$ cat config.mk
export PLATFORM = sky130hd
export DESIGN_NAME = pic_host_sequencer
export DESIGN_NICKNAME = d
export VERILOG_FILES = /design/src/rtl/pic_ctrl_pkg.sv /design/src/rtl/pic_bus_cycle.sv /design/src/rtl/pic_host_sequencer.sv
export SDC_FILE = /design/constraint.sdc
export NUM_CORES = 1
export LEC_CHECK = 0
export ABC_AREA = 1
export BUFFER_PORTS_ARGS = -buffer_cell sky130_fd_sc_hd__buf_2
export CORE_MARGIN = 8
export CORE_UTILIZATION = 53
export CTS_BUF_LIST = sky130_fd_sc_hd__clkbuf_16
export DETAILED_ROUTE_END_ITERATION = 8
export PLACE_DENSITY = 0.88
export SYNTH_ARGS = -nofsm -noshare
export SYNTH_HDL_FRONTEND = slang
export SYNTH_SLANG_ARGS = --single-unit
$ cat constraint.sdc
create_clock -name clk -period 1.5 [get_ports clk]
set_input_delay 0.225 -clock clk [delete_from_list [all_inputs] [get_ports clk]]
set_output_delay 0.225 -clock clk [all_outputs]
set_load 0.01 [all_outputs]
$ cat src/rtl/pic_ctrl_pkg.sv
// rtl/pic_ctrl_pkg.sv - shared constants, state codes and init-step helpers for the PIC host sequencer
package pic_ctrl_pkg;

    // Sequencer states, kept as plain constants for legacy tool flows
    localparam logic [3:0] ST_INIT_SETUP  = 4'd0;
    localparam logic [3:0] ST_INIT_STROBE = 4'd1;
    localparam logic [3:0] ST_INIT_HOLD   = 4'd2;
    localparam logic [3:0] ST_READY       = 4'd3;
    localparam logic [3:0] ST_ACK1        = 4'd4;
    localparam logic [3:0] ST_ACK_GAP     = 4'd5;
    localparam logic [3:0] ST_ACK2        = 4'd6;
    localparam logic [3:0] ST_VEC_HOLD    = 4'd7;
    localparam logic [3:0] ST_EOI_SETUP   = 4'd8;
    localparam logic [3:0] ST_EOI_STROBE  = 4'd9;
    localparam logic [3:0] ST_EOI_HOLD    = 4'd10;

    // Position in the initialisation word list
    typedef enum logic [2:0] {
        STEP_ICW1,
        STEP_ICW2,
        STEP_ICW3,
        STEP_ICW4,
        STEP_OCW1,
        STEP_DONE
    } step_e;

    localparam logic A0_CMD  = 1'b0;
    localparam logic A0_DATA = 1'b1;

    localparam int ICW1_SNGL_BIT = 1;
    localparam int ICW1_IC4_BIT  = 0;

    localparam logic [7:0] OCW2_NS_EOI = 8'h20;

    // ICW3 only exists in cascade mode (SNGL=0); ICW4 only when IC4=1
    function automatic step_e next_step(input step_e cur, input logic sngl, input logic ic4);
        case (cur)
            STEP_ICW1: return STEP_ICW2;
            STEP_ICW2: return !sngl ? STEP_ICW3 : (ic4 ? STEP_ICW4 : STEP_OCW1);
            STEP_ICW3: return ic4 ? STEP_ICW4 : STEP_OCW1;
            STEP_ICW4: return STEP_OCW1;
            default:   return STEP_DONE;
        endcase
    endfunction

endpackage

$ cat src/rtl/pic_bus_cycle.sv
// rtl/pic_bus_cycle.sv - single PIC write-cycle timer (setup, WR strobe, hold)
module pic_bus_cycle #(
    parameter int STROBE_CYC = 2
) (
    input  logic       clk,
    input  logic       rst_n,
    input  logic       i_go,
    input  logic       i_a0,
    input  logic [7:0] i_data,
    output logic       o_cs_n,
    output logic       o_wr_n,
    output logic       o_a0,
    output logic [7:0] o_d_out,
    output logic       o_d_oe,
    output logic       o_done
);

    localparam logic [1:0] PH_IDLE   = 2'd0;
    localparam logic [1:0] PH_SETUP  = 2'd1;
    localparam logic [1:0] PH_STROBE = 2'd2;
    localparam logic [1:0] PH_HOLD   = 2'd3;

    localparam int CW = (STROBE_CYC > 1) ? $clog2(STROBE_CYC) : 1;

    logic [1:0]    r_phase;
    logic [CW-1:0] r_cnt;
    logic          r_a0;
    logic [7:0]    r_data;
    logic          w_accept;
    logic          w_strobe_last;

    // A new write may be launched from the HOLD cycle so writes run back to back
    assign w_accept      = i_go && ((r_phase == PH_IDLE) || (r_phase == PH_HOLD));
    assign w_strobe_last = (r_phase == PH_STROBE) && (r_cnt == CW'(STROBE_CYC - 1));

    assign o_cs_n  = (r_phase == PH_IDLE);
    assign o_wr_n  = (r_phase != PH_STROBE);
    assign o_d_oe  = (r_phase != PH_IDLE);
    assign o_a0    = r_a0;
    assign o_d_out = r_data;
    // done flags the final strobe cycle; HOLD follows on the next edge
    assign o_done  = w_strobe_last;

    // Phase sequencer; address and data are latched once per write and held through HOLD
    always_ff @(posedge clk or negedge rst_n) begin
        if (!rst_n) begin
            r_phase <= PH_IDLE;
            r_cnt   <= '0;
            r_a0    <= 1'b0;
            r_data  <= 8'h00;
        end else begin
            case (r_phase)
                PH_SETUP: begin
                    r_phase <= PH_STROBE;
                    r_cnt   <= '0;
                end
                PH_STROBE: begin
                    if (w_strobe_last) begin
                        r_phase <= PH_HOLD;
                    end else begin
                        r_cnt <= r_cnt + 1'b1;
                    end
                end
                default: begin
                    if (w_accept) begin
                        r_phase <= PH_SETUP;
                        r_a0    <= i_a0;
                        r_data  <= i_data;
                    end else begin
                        r_phase <= PH_IDLE;
                    end
                end
            endcase
        end
    end

endmodule

$ cat src/rtl/pic_host_sequencer.sv
// rtl/pic_host_sequencer.sv - host-side init, INTA acknowledge and EOI sequencer for an 8259-style PIC
module pic_host_sequencer
    import pic_ctrl_pkg::*;
#(
    parameter int         STROBE_CYC = 2,
    parameter int         INTA_CYC   = 2,
    parameter logic [7:0] ICW1_VAL   = 8'h17,
    parameter logic [7:0] ICW2_VAL   = 8'h20,
    parameter logic [7:0] ICW3_VAL   = 8'h00,
    parameter logic [7:0] ICW4_VAL   = 8'h01,
    parameter logic [7:0] OCW1_VAL   = 8'h00,
    parameter logic [7:0] EOI_CMD    = OCW2_NS_EOI
) (
    input  logic       clk,
    input  logic       rst_n,
    input  logic       start,
    input  logic       eoi_req,
    input  logic       vec_ready,
    output logic       vec_valid,
    output logic [7:0] vec_data,
    output logic       init_done,
    output logic       eoi_pending,
    input  logic       pic_int,
    output logic       pic_inta_n,
    output logic       pic_cs_n,
    output logic       pic_wr_n,
    output logic       pic_rd_n,
    output logic       pic_a0,
    output logic [7:0] pic_d_out,
    output logic       pic_d_oe,
    input  logic [7:0] pic_d_in
);

    localparam int IW = (INTA_CYC > 1) ? $clog2(INTA_CYC) : 1;

    logic [3:0]    r_state;
    step_e         r_step;
    logic [IW-1:0] r_icnt;
    logic          r_int_s1;
    logic          r_int_s2;
    logic          r_start_pend;
    logic          r_eoi_pending;
    logic          r_init_done;
    logic          r_vec_valid;
    logic [7:0]    r_vec_data;
    logic          r_inta_n;

    logic          w_int_s;
    logic          w_start_any;
    logic          w_busy_other;
    logic          w_inta_last;
    logic          w_bus_done;
    logic          w_eoi_clear;
    step_e         w_next_step;
    step_e         w_go_step;
    logic          w_init_go;
    logic          w_eoi_go;
    logic          w_go;
    logic          w_go_a0;
    logic [7:0]    w_go_data;
    logic          w_step_a0;
    logic [7:0]    w_step_data;

    assign w_int_s      = r_int_s2;
    assign w_start_any  = start || r_start_pend;
    assign w_busy_other = (r_state == ST_ACK1) || (r_state == ST_ACK_GAP) || (r_state == ST_ACK2) ||
                          (r_state == ST_VEC_HOLD) || (r_state == ST_EOI_SETUP) ||
                          (r_state == ST_EOI_STROBE) || (r_state == ST_EOI_HOLD);
    assign w_inta_last  = (r_icnt == IW'(INTA_CYC - 1));
    assign w_eoi_clear  = (r_state == ST_EOI_STROBE) && w_bus_done;
    assign w_next_step  = next_step(r_step, ICW1_VAL[ICW1_SNGL_BIT], ICW1_VAL[ICW1_IC4_BIT]);

    // Decide whether a write launches this cycle and with which word
    always_comb begin
        w_init_go = ((r_state == ST_READY) && w_start_any) ||
                    ((r_state == ST_INIT_HOLD) && (w_next_step != STEP_DONE));
        w_eoi_go  = (r_state == ST_READY) && !w_start_any && r_eoi_pending;
        w_go_step = (r_state == ST_READY) ? STEP_ICW1 : w_next_step;
        w_step_a0   = A0_DATA;
        w_step_data = 8'h00;
        case (w_go_step)
            STEP_ICW1: begin w_step_a0 = A0_CMD;  w_step_data = ICW1_VAL; end
            STEP_ICW2: begin w_step_a0 = A0_DATA; w_step_data = ICW2_VAL; end
            STEP_ICW3: begin w_step_a0 = A0_DATA; w_step_data = ICW3_VAL; end
            STEP_ICW4: begin w_step_a0 = A0_DATA; w_step_data = ICW4_VAL; end
            STEP_OCW1: begin w_step_a0 = A0_DATA; w_step_data = OCW1_VAL; end
            default:   begin w_step_a0 = A0_DATA; w_step_data = 8'h00;    end
        endcase
        w_go      = w_init_go || w_eoi_go;
        w_go_a0   = w_eoi_go ? A0_CMD  : w_step_a0;
        w_go_data = w_eoi_go ? EOI_CMD : w_step_data;
    end

    pic_bus_cycle #(
        .STROBE_CYC (STROBE_CYC)
    ) u_bus (
        .clk     (clk),
        .rst_n   (rst_n),
        .i_go    (w_go),
        .i_a0    (w_go_a0),
        .i_data  (w_go_data),
        .o_cs_n  (pic_cs_n),
        .o_wr_n  (pic_wr_n),
        .o_a0    (pic_a0),
        .o_d_out (pic_d_out),
        .o_d_oe  (pic_d_oe),
        .o_done  (w_bus_done)
    );

    // Two-flop synchroniser for the asynchronous INT line
    always_ff @(posedge clk or negedge rst_n) begin
        if (!rst_n) begin
            r_int_s1 <= 1'b0;
            r_int_s2 <= 1'b0;
        end else begin
            r_int_s1 <= pic_int;
            r_int_s2 <= r_int_s1;
        end
    end

    // EOI request latch; a new request merges with, and wins over, a same-cycle clear
    always_ff @(posedge clk or negedge rst_n) begin
        if (!rst_n) begin
            r_eoi_pending <= 1'b0;
        end else begin
            r_eoi_pending <= (r_eoi_pending && !w_eoi_clear) || eoi_req;
        end
    end

    // Main sequencer: init list, INTA pulses, vector hand-off and EOI writes
    always_ff @(posedge clk or negedge rst_n) begin
        if (!rst_n) begin
            r_state      <= ST_READY;
            r_step       <= STEP_ICW1;
            r_icnt       <= '0;
            r_start_pend <= 1'b1;
            r_init_done  <= 1'b0;
            r_vec_valid  <= 1'b0;
            r_vec_data   <= 8'h00;
            r_inta_n     <= 1'b1;
        end else begin
            if (start && w_busy_other) begin
                r_start_pend <= 1'b1;
            end
            if (r_vec_valid && vec_ready) begin
                r_vec_valid <= 1'b0;
            end
            case (r_state)
                ST_READY: begin
                    if (w_start_any) begin
                        r_state      <= ST_INIT_SETUP;
                        r_step       <= STEP_ICW1;
                        r_init_done  <= 1'b0;
                        r_start_pend <= 1'b0;
                    end else if (r_eoi_pending) begin
                        r_state <= ST_EOI_SETUP;
                    end else if (w_int_s && !r_vec_valid) begin
                        r_state  <= ST_ACK1;
                        r_inta_n <= 1'b0;
                        r_icnt   <= '0;
                    end
                end
                ST_INIT_SETUP:  r_state <= ST_INIT_STROBE;
                ST_INIT_STROBE: if (w_bus_done) r_state <= ST_INIT_HOLD;
                ST_INIT_HOLD: begin
                    if (w_next_step != STEP_DONE) begin
                        r_state <= ST_INIT_SETUP;
                        r_step  <= w_next_step;
                    end else begin
                        r_state     <= ST_READY;
                        r_init_done <= 1'b1;
                    end
                end
                ST_ACK1: begin
                    if (w_inta_last) begin
                        r_state  <= ST_ACK_GAP;
                        r_inta_n <= 1'b1;
                        r_icnt   <= '0;
                    end else begin
                        r_icnt <= r_icnt + 1'b1;
                    end
                end
                ST_ACK_GAP: begin
                    if (w_inta_last) begin
                        r_state  <= ST_ACK2;
                        r_inta_n <= 1'b0;
                        r_icnt   <= '0;
                    end else begin
                        r_icnt <= r_icnt + 1'b1;
                    end
                end
                ST_ACK2: begin
                    if (w_inta_last) begin
                        r_state     <= ST_VEC_HOLD;
                        r_inta_n    <= 1'b1;
                        r_vec_data  <= pic_d_in;
                        r_vec_valid <= 1'b1;
                    end else begin
                        r_icnt <= r_icnt + 1'b1;
                    end
                end
                ST_VEC_HOLD:   r_state <= ST_READY;
                ST_EOI_SETUP:  r_state <= ST_EOI_STROBE;
                ST_EOI_STROBE: if (w_bus_done) r_state <= ST_EOI_HOLD;
                ST_EOI_HOLD:   r_state <= ST_READY;
                default:       r_state <= ST_READY;
            endcase
        end
    end

    assign vec_valid   = r_vec_valid;
    assign vec_data    = r_vec_data;
    assign init_done   = r_init_done;
    assign eoi_pending = r_eoi_pending;
    assign pic_inta_n  = r_inta_n;
    assign pic_rd_n    = 1'b1;

endmodule

Word level (Yosys, flattened, before mapping). Cells that the tools add are included.

Register bits: 35. Output and inout port bits: 25. Input port bits: 14. Word-level logic and storage cells: 141.

Equal/unequal tests: 35. Reduce and logical (&&, ||, !) cells: 46. Muxes and demuxes: 42. Bitwise logic cells: 1. Add/sub/neg operators: 2.

Operators with widths (count): 4-bit case mux with 9 select lines (1); 4-bit two-way mux (8); 2-bit inequality test (second input constant) (12); 1-bit two-way mux (19); 6-bit case mux with 3 select lines (1); 4-bit by 3-bit equality test with 1-bit output (second input constant) (4); 4-bit equality test (second input constant) (3); 6-bit AND reduction (2); 1-bit logical AND (11); 1-bit logical OR (11); 3-bit by 2-bit equality test with 1-bit output (second input constant) (3); 3-bit two-way mux (3); 3-bit case mux with 3 select lines (1); 4-bit by 2-bit equality test with 1-bit output (second input constant) (2); 8-bit two-way mux (1); 2-bit OR reduction (4); 3-bit by 1-bit equality test with 1-bit output (second input constant) (2); 3-bit logical NOT (2); 2-bit by 1-bit inequality test with 1-bit output (second input constant) (3); 1-bit case mux with 3 select lines (2); 3-bit case mux with 2 select lines (1); 2-bit AND reduction (3); 3-bit AND reduction (2); 2-bit nonzero test (3); 15 further kinds (22).

Depth between registers and ports, before layout. Gate-level depths: netlist of run 1.

Word-level depth: 11. Mapped depth: 9. Gate-level depth less buffers: 9.

Cells and area by module. A second synthesis of run 1 with hierarchy kept.

Cells, all modules: 216. Area total of the unflattened synthesis: 1786.7 µm².

By module, submodules not included: pic_host_sequencer (cells an instance 150, seq. area each 580.6 µm², times used 1, area each 1219.9 µm²); pic_bus_cycle (cells an instance 66, seq. area each 300.3 µm², times used 1, area each 566.8 µm²).

Least setup slack after synthesis of run 1. OpenSTA, ideal clock, no wires.

Path type: reg-to-reg. Start point: reg r_state[1]. End point: reg r_vec_data[0] (netlist: vec_data[0]). Slack: 162 ps. Arrival time: 1212 ps. Clock period less this slack: 1338 ps. Buffers on the path: 2. Setup time: 126 ps. Cell stages (with the launch flop): 6. Required time: 1374 ps. Cell sequence: dfstp_2 buf_4 nand2_4 nor3_4 buf_6 o21ai_0.

Longest elaborated chain between the ends: 2.

Ends and longest elaborated chain: from (decl) (line pic_host_sequencer.sv:36) `logic [3:0] r_state;`; from (signal assigned) (line pic_host_sequencer.sv:133) `r_state <= ST_READY;`; from (signal assigned) (line pic_host_sequencer.sv:151) `r_state <= ST_INIT_SETUP;`; from (signal assigned) (line pic_host_sequencer.sv:156) `r_state <= ST_EOI_SETUP;`; 4-bit by 3-bit equality test with 1-bit output (line pic_host_sequencer.sv:148) `case (r_state)`; 2-bit AND reduction (no source line); to (signal assigned) (line pic_host_sequencer.sv:196) `r_vec_data <= pic_d_in;`; to (decl) (line pic_host_sequencer.sv:45) `logic [7:0] r_vec_data;`.

No other way between the ends. A chain may end at the register's enable or synchronous reset.

Worst setup path in the final report of run 1.
Start point: reg r_state[1]. End point: reg u_bus.r_data[5] (netlist: u_bus.o_d_out[5]).

Longest elaborated chain between the ends: 6. Elaborated cells between the ends (all ways): 16. Classes of those cells: eq/ne (4); mux (3); reduce/logical (9).

Ends and longest elaborated chain: branches (longest 6 deep; another with 8-bit two-way mux); to (signal assigned) (line pic_bus_cycle.sv:68) `r_data <= i_data;`; to (decl) (line pic_bus_cycle.sv:28) `logic [7:0] r_data;`.

Parallel ways; which one is timed is not known.

==> results of run 1 <==
==> per-layer routing <==
layer  vias to the layer above  track usage, %
li1                        694               -
met1                       642            17.7
met2                        49            24.4
met3                         8            6.28
met4                         0            5.90
met5                         -               0
==> per-stage QoR <==
step	power (W)	hold slack (ns)	instance area, um^2	worst slack (ns)
after floorplan	0.00265	-0.0706	1660	0.162
after global placement	0.00312	0.290	1820	0.123
after global routing	0.00456	0.0330	2000	-0.0270
final	0.00423	-0.0224	2000	0.0635
after detailed placement	0.00317	0.288	1820	0.0539
after CTS	0.00414	0.00227	1960	0.0538
==> sequential cells by signal, summed over array words and instances, names as in the netlist, 2 cells and up <==
signal / count
vec_data: 8
r_state: 4
r_step: 3
u_bus.o_d_out: 3
u_bus.r_phase: 2
==> worst min path at each step <==
| stage | from | end | slack, ns | cells past startpoint |
|---|---|---|---|---|
| 2_1_floorplan | rst_n | eoi_pending | -0.07 | 0 |
| 3_3_place_gp | rst_n | vec_data[7] | 0.29 | 1 |
| 3_5_place_dp | rst_n | vec_data[7] | 0.29 | 1 |
| 4_1_cts | rst_n | r_int_s2 | 0.002 | 1 |
| 5_1_grt | rst_n | r_int_s2 | 0.03 | 1 |
| 6_report | rst_n | r_int_s2 | -0.02 | 1 |
==> cells in the final DEF, fill, tap and decap left out, drive strengths merged <==
cell type | netlist | layout
inv | 32 | 32
nor3 | 2 | 2
nor4 | 1 | 1
o22ai | 2 | 2
nand2 | 58 | 58
o21bai | 2 | 2
conb | 2 | 4
buf | 8 | 38
nand4 | 5 | 5
ha | 3 | 3
clkinvlp | 0 | 1
nand3 | 15 | 15
clkbuf | 0 | 5
dfrtp | 26 | 26
o21ai | 17 | 17
a211oi | 1 | 1
dfstp | 4 | 4
nor2 | 17 | 17
a21oi | 2 | 2
clkinv | 1 | 3
==> cells by family (layout without fill, tap and decap cells) <==
group / after synthesis / in the layout / synth area share [%]
buf+inv: 41 / 79 / 11.4
simple gates: 98 / 98 / 31.5
fa+ha+maj: 3 / 3 / 2.28
other cells: 2 / 4 / 0.455
flops: 30 / 30 / 45.8
compound gates: 24 / 24 / 8.57
==> final cells by class <==
type                            count  area [um^2]
Tap cell                           33         41.3
Timing Repair Buffer               38          200
Clock buffer                        5          125
Fill cell                         232         1000
Inverter                           33          126
Clock inverter                      3         16.3
Sequential cell                    30          757
Multi-Input combinational cell    129          736
==> report_power, final <==
| group | switching [W] | internal, W |
|---|---|---|
| registers | 0.000234 | 0.00114 |
| logic | 0.00119 | 0.000720 |
| clock network | 0.000338 | 0.000603 |
| total | 0.00177 | 0.00246 |
==> repair_timing <==
| item | in CTS | in global routing |
|---|---|---|
| gates resized for setup | 0 | 8 |
| endpoints found under the setup margin | 0 | 9 |
| hold buffers | 0 | 0 |
| buffers inserted | 0 | 2 |
| endpoints found under the hold margin | 0 | 0 |
==> impl_metrics.py, run 1 <==
metrics = {
    "route": {
        "first_pass_iters": 4,
        "m1WireLength_um": 1550,
        "vias_per_cell": 5.14,
        "wl_met2_um": 1790,
        "routedWlPerCell_um": 13.5,
        "drt_first_iter_violations": 111,
        "wl_met3_um": 250,
        "highest_layer": "met4",
        "vias": 1393,
        "drc": 0,
        "totalWireLength_um": 3650,
        "ant_nets": 0,
    },
    "sta": {
        "finalHoldViolCount": 26,
        "setup_viol": 0,
        "fmax_ghz": 0.696,
        "holdWs_ns": -0.0224,
        "slew_viol_final": 0,
        "fin_setup_tns_ns": 0,
        "finClkSkew_ns": 0.00471,
        "period_share_pct": 95.8,
        "tightest_slew_ns": 0.661,
        "slew_headroom_pct": 55.9,
        "min_period_ns": 1.44,
    },
    "final_layout": {
        "final_core_util_pct": 66.7,
        "area_growth_pct": 21.4,
        "diodes": 0,
        "final-instance-count-excl-fill": 271,
        "finalNetCount": 254,
        "drive_gt1_share_pct": 32.4,
    },
    "global_route": {
        "grt_max_degree": 31,
        "grt_antenna_before_repair": 0,
        "grt_pass1_vias": 1374,
        "grt_pass1_wl_um": 6150,
        "grt_overflow": 0,
        "groute.usage.overall_pct": 15.2,
    },
    "clock_network": {
        "clk_latency_ns": 0.28,
        "root_buffer": "clkbuf_16",
        "clk_pin_slew_ns": 0.05,
        "htreeDepth": 2,
        "cts.sinks": 30,
        "cts_tree": "done",
        "cts_buffer_depth": 2,
        "numCtsBuffers": 5,
    },
    "critical_path": {
        "startpoint": "r_state[1]",
        "reg2regPathDepth": 8,
        "worstReg2RegEnd": "u_bus.o_d_out[5]",
        "critical_path.max_fanout": 6,
        "path_cells": "nand2_4, clkinv_1, nand2_4, nor2_8, nand2_4, nand2_2, nand2_1, nand2_1",
        "critPathSlowestCell": "dfstp_2",
        "regToRegStartpoint": "r_state[1]",
        "critPathCaptureType": "flip-flop",
        "crit_top_cell": "nand2_4",
        "path_buf_inv": 1,
        "critPathLaunchType": "flip-flop",
        "reg2reg_slack_ns": 0.06,
        "worstSetupPathType": "reg2reg",
        "critical_path.endpoint": "u_bus.o_d_out[5]",
        "cp_slowest_stage_delay_ns": 0.62,
        "crit_family": "simple AND/OR/NAND/NOR gates",
        "worstSetupPathDepth": 8,
        "crit_required_ns": 1.71,
        "crit_arrival_ns": 1.65,
    },
    "power": {
        "irDropWorstVdd_v": 0.00133,
        "cellPowerDensity_nw_per_um2": 2110,
        "leakage_nw": 1.08,
    },
    "status": {
        "violations": "hold timing",
        "status": "finished, violations left",
    },
    "worst_hold_path": {
        "hp-class": "in2async",
    },
    "place": {
        "portBuffers": 34,
        "dp.cells": 261,
        "place.gp.congestion": 0.947,
        "dpl.hpwl_um": 2660,
    },
    "logic_synthesis": {
        "synth_edf_count": 0,
        "netlist_top_cells_count": "nand2_1 (51), inv_1 (28), dfrtp_1 (26)",
        "ys_ff_latch": 30,
        "syn_inst": 198,
        "yosysSeqAreaShare_pct": 45.8,
        "netlist_area_um2": 1650,
        "syn_area_per_cell_um2": 8.33,
        "yosys.area.top_type": "dfrtp_1",
        "ys_types": 31,
        "ys.flop_type": "dfrtp_1",
        "async_flop_share_pct": 100,
        "synth_most_common_cell": "nand2_1",
        "synth_area_leaders": "dfrtp_1 (39%), nand2_1 (12%), dfstp_2 (6.4%)",
        "synth_top_area_share_pct": 39.5,
        "ys_warn_count": 0,
    },
    "floorplanning": {
        "coreArea_um2": 3000,
        "die_h_um": 71.8,
        "io_pins": 39,
        "rows": 20,
        "start_util_pct": 54.9,
        "dieArea_um2": 5150,
        "fp.dieW_um": 71.8,
    },
    "run": {
        "drv_cap": 0,
    },
}
(Power assumes the default switching activity.)
==> run 2: changes to the inputs <==
--- a/config.mk
+++ b/config.mk
@@ -7,6 +7,7 @@
 export LEC_CHECK = 0
 export ABC_AREA = 1
 export BUFFER_PORTS_ARGS = -buffer_cell sky130_fd_sc_hd__buf_2
+export CORE_ASPECT_RATIO = 0.7
 export CORE_MARGIN = 8
 export CORE_UTILIZATION = 53
 export CTS_BUF_LIST = sky130_fd_sc_hd__clkbuf_16
==> run 2 against run 1 <==
- the flow now finishes without violations
- critical path depth is the same
- sequential cell count is the same
- worst hold slack gained 0.074 ns
- critical endpoint is now u_bus.o_d_out[0]
==> impl_metrics.py, run 2 (synthesis results as in run 1) <==
metrics = {
    "final_layout": {
        "final_common_cell": "nand2_1",
        "area_growth_pct": 25.3,
        "finalNetCount": 257,
        "mostFrequentLayoutCells": "nand2_1 (50), buf_2 (34), inv_1 (26), dfrtp_1 (25)",
        "seq_area_um2": 757,
        "diodes": 0,
        "drive_gt1_share_pct": 33.2,
        "multi_input_area_um2": 728,
        "n_fill_cell": 265,
        "final-instance-count-excl-fill": 279,
        "largest_reg_flops": 8,
    },
    "clock_network": {
        "clk_latency_ns": 0.28,
        "cts_tree": "done",
        "clk_pin_slew_ns": 0.05,
        "htreeDepth": 2,
        "cts_buffer_depth": 2,
        "numCtsBuffers": 5,
        "root_buffer": "clkbuf_16",
        "cts.sinks": 30,
    },
    "global_route": {
        "grt_antenna_before_repair": 0,
        "grt_pass1_vias": 1365,
        "grt_pass1_wl_um": 6220,
        "grt_overflow": 0,
        "groute.usage.overall_pct": 15.6,
        "grt_max_degree": 31,
    },
    "place": {
        "dpl.hpwl_um": 2700,
        "portBuffers": 34,
        "place.gp.congestion": 0.996,
        "dp.cells": 267,
    },
    "critical_path": {
        "crit_top_cell": "nand2_1",
        "crit_required_ns": 1.66,
        "critPathLaunchType": "flip-flop",
        "critPathCaptureType": "flip-flop",
        "worstSetupPathType": "reg2reg",
        "reg2reg_slack_ns": 0.07,
        "crit_arrival_ns": 1.59,
        "critical_path.max_fanout": 7,
        "critPathSlowestCell": "dfrtp_1",
        "cp_slowest_stage_delay_ns": 0.47,
        "path_cells": "inv_2, nand2_1, nor2_4, nand3_4, inv_1, nor2_1, nand2_1, nand2_1",
    },
    "sta": {
        "rsz0062_at_grt": "true",
        "finClkSkew_ns": 0.00443,
        "period_share_pct": 95.2,
        "holdWs_ns": 0.0511,
        "finalHoldViolCount": 0,
        "slew_headroom_pct": 55.8,
        "fin_setup_tns_ns": 0,
        "slew_viol_final": 0,
        "setup_viol": 0,
        "min_period_ns": 1.43,
        "fmax_ghz": 0.700,
        "tightest_slew_ns": 0.663,
    },
    "floorplanning": {
        "dieArea_um2": 5180,
        "coreArea_um2": 3060,
        "die_h_um": 62.7,
        "io_pins": 39,
        "start_util_pct": 53.8,
        "fp.dieW_um": 82.7,
        "rows": 17,
    },
    "route": {
        "routedWlPerCell_um": 13.3,
        "totalWireLength_um": 3720,
        "drt_first_iter_violations": 153,
        "ant_nets": 0,
        "vias_per_cell": 5.12,
        "vias": 1429,
        "first_pass_iters": 4,
        "drc": 0,
    },
    "power": {
        "cellPowerDensity_nw_per_um2": 2140,
        "irDropWorstVdd_v": 0.00120,
        "leakage_nw": 1.11,
    },
    "worst_hold_path": {
        "hp-class": "in2reg",
    },
    "status": {
        "status": "complete, no violations",
    },
    "run": {
        "drv_cap": 0,
    },
}
-- run 2: timing repair --
action | CTS | global route
hold buffers | 1 | 0
buffers inserted | 0 | 3
resized for setup | 0 | 9
endpoints found under the setup margin | 0 | 9
hold endpoints to repair | 26 | 0
-- run 2: through the flow --
step | setup WS [ns] | cell area [um^2] | total power (W) | utilization [%]
after CTS | 0.0240 | 2030 | 0.00434 | 66.1
final | 0.0719 | 2070 | 0.00442 | 67.5
after global routing | -0.0294 | 2070 | 0.00474 | 67.5
after global placement | 0.105 | 1850 | 0.00314 | 60.3
after floorplan | 0.162 | 1660 | 0.00265 | -
after detailed placement | 0.0504 | 1850 | 0.00317 | 60.3
-- run 2: metal layers --
layer / vias to the layer above / part of all wire [%] / GRT usage, %
met5: - / 0 / 0
met3: 6 / 7.0 / 6.47
li1: 700 / - / -
met4: 0 / 2.0 / 7.51
met1: 676 / 46 / 20.2
met2: 47 / 45 / 21.5
-- run 2: layout make-up --
| cell class | count | area share [%] |
|---|---|---|
| Tap cell | 38 | 2.30 |
| Clock inverter | 3 | 2.18 |
| Clock buffer | 5 | 6.05 |
| Inverter | 33 | 6.11 |
| Multi-Input combinational cell | 129 | 35.2 |
| Sequential cell | 30 | 36.6 |
| Timing Repair Buffer | 41 | 11.5 |
-- run 2: power by group --
group          total (W)  switching (W)  internal, W  leakage [nW]
sequential       0.00137       0.000236      0.00114         0.347
combinational    0.00191        0.00119     0.000716         0.684
clock            0.00114       0.000358     0.000781        0.0760
-- run 2: worst max-delay path, delay by kind of cell, from the launching register on --
kind,cells,cell delay (ns)
flops,1,0.47
simple gates,6,0.62
buf+inv,2,0.22
-- run 2: worst paths after layout --
| kind | start | cells after the start | end |
|---|---|---|---|
| min | pic_int | 1 | r_int_s1 |
| min in group asynchronous | rst_n | 2 | vec_data[6] |
| max in group asynchronous | rst_n | 2 | r_state[2] |
| max reg2reg | r_state[3] | 8 | u_bus.o_d_out[0] |
| max | r_state[3] | 8 | u_bus.o_d_out[0] |
| min reg2reg | r_int_s1 | 0 | r_int_s2 |
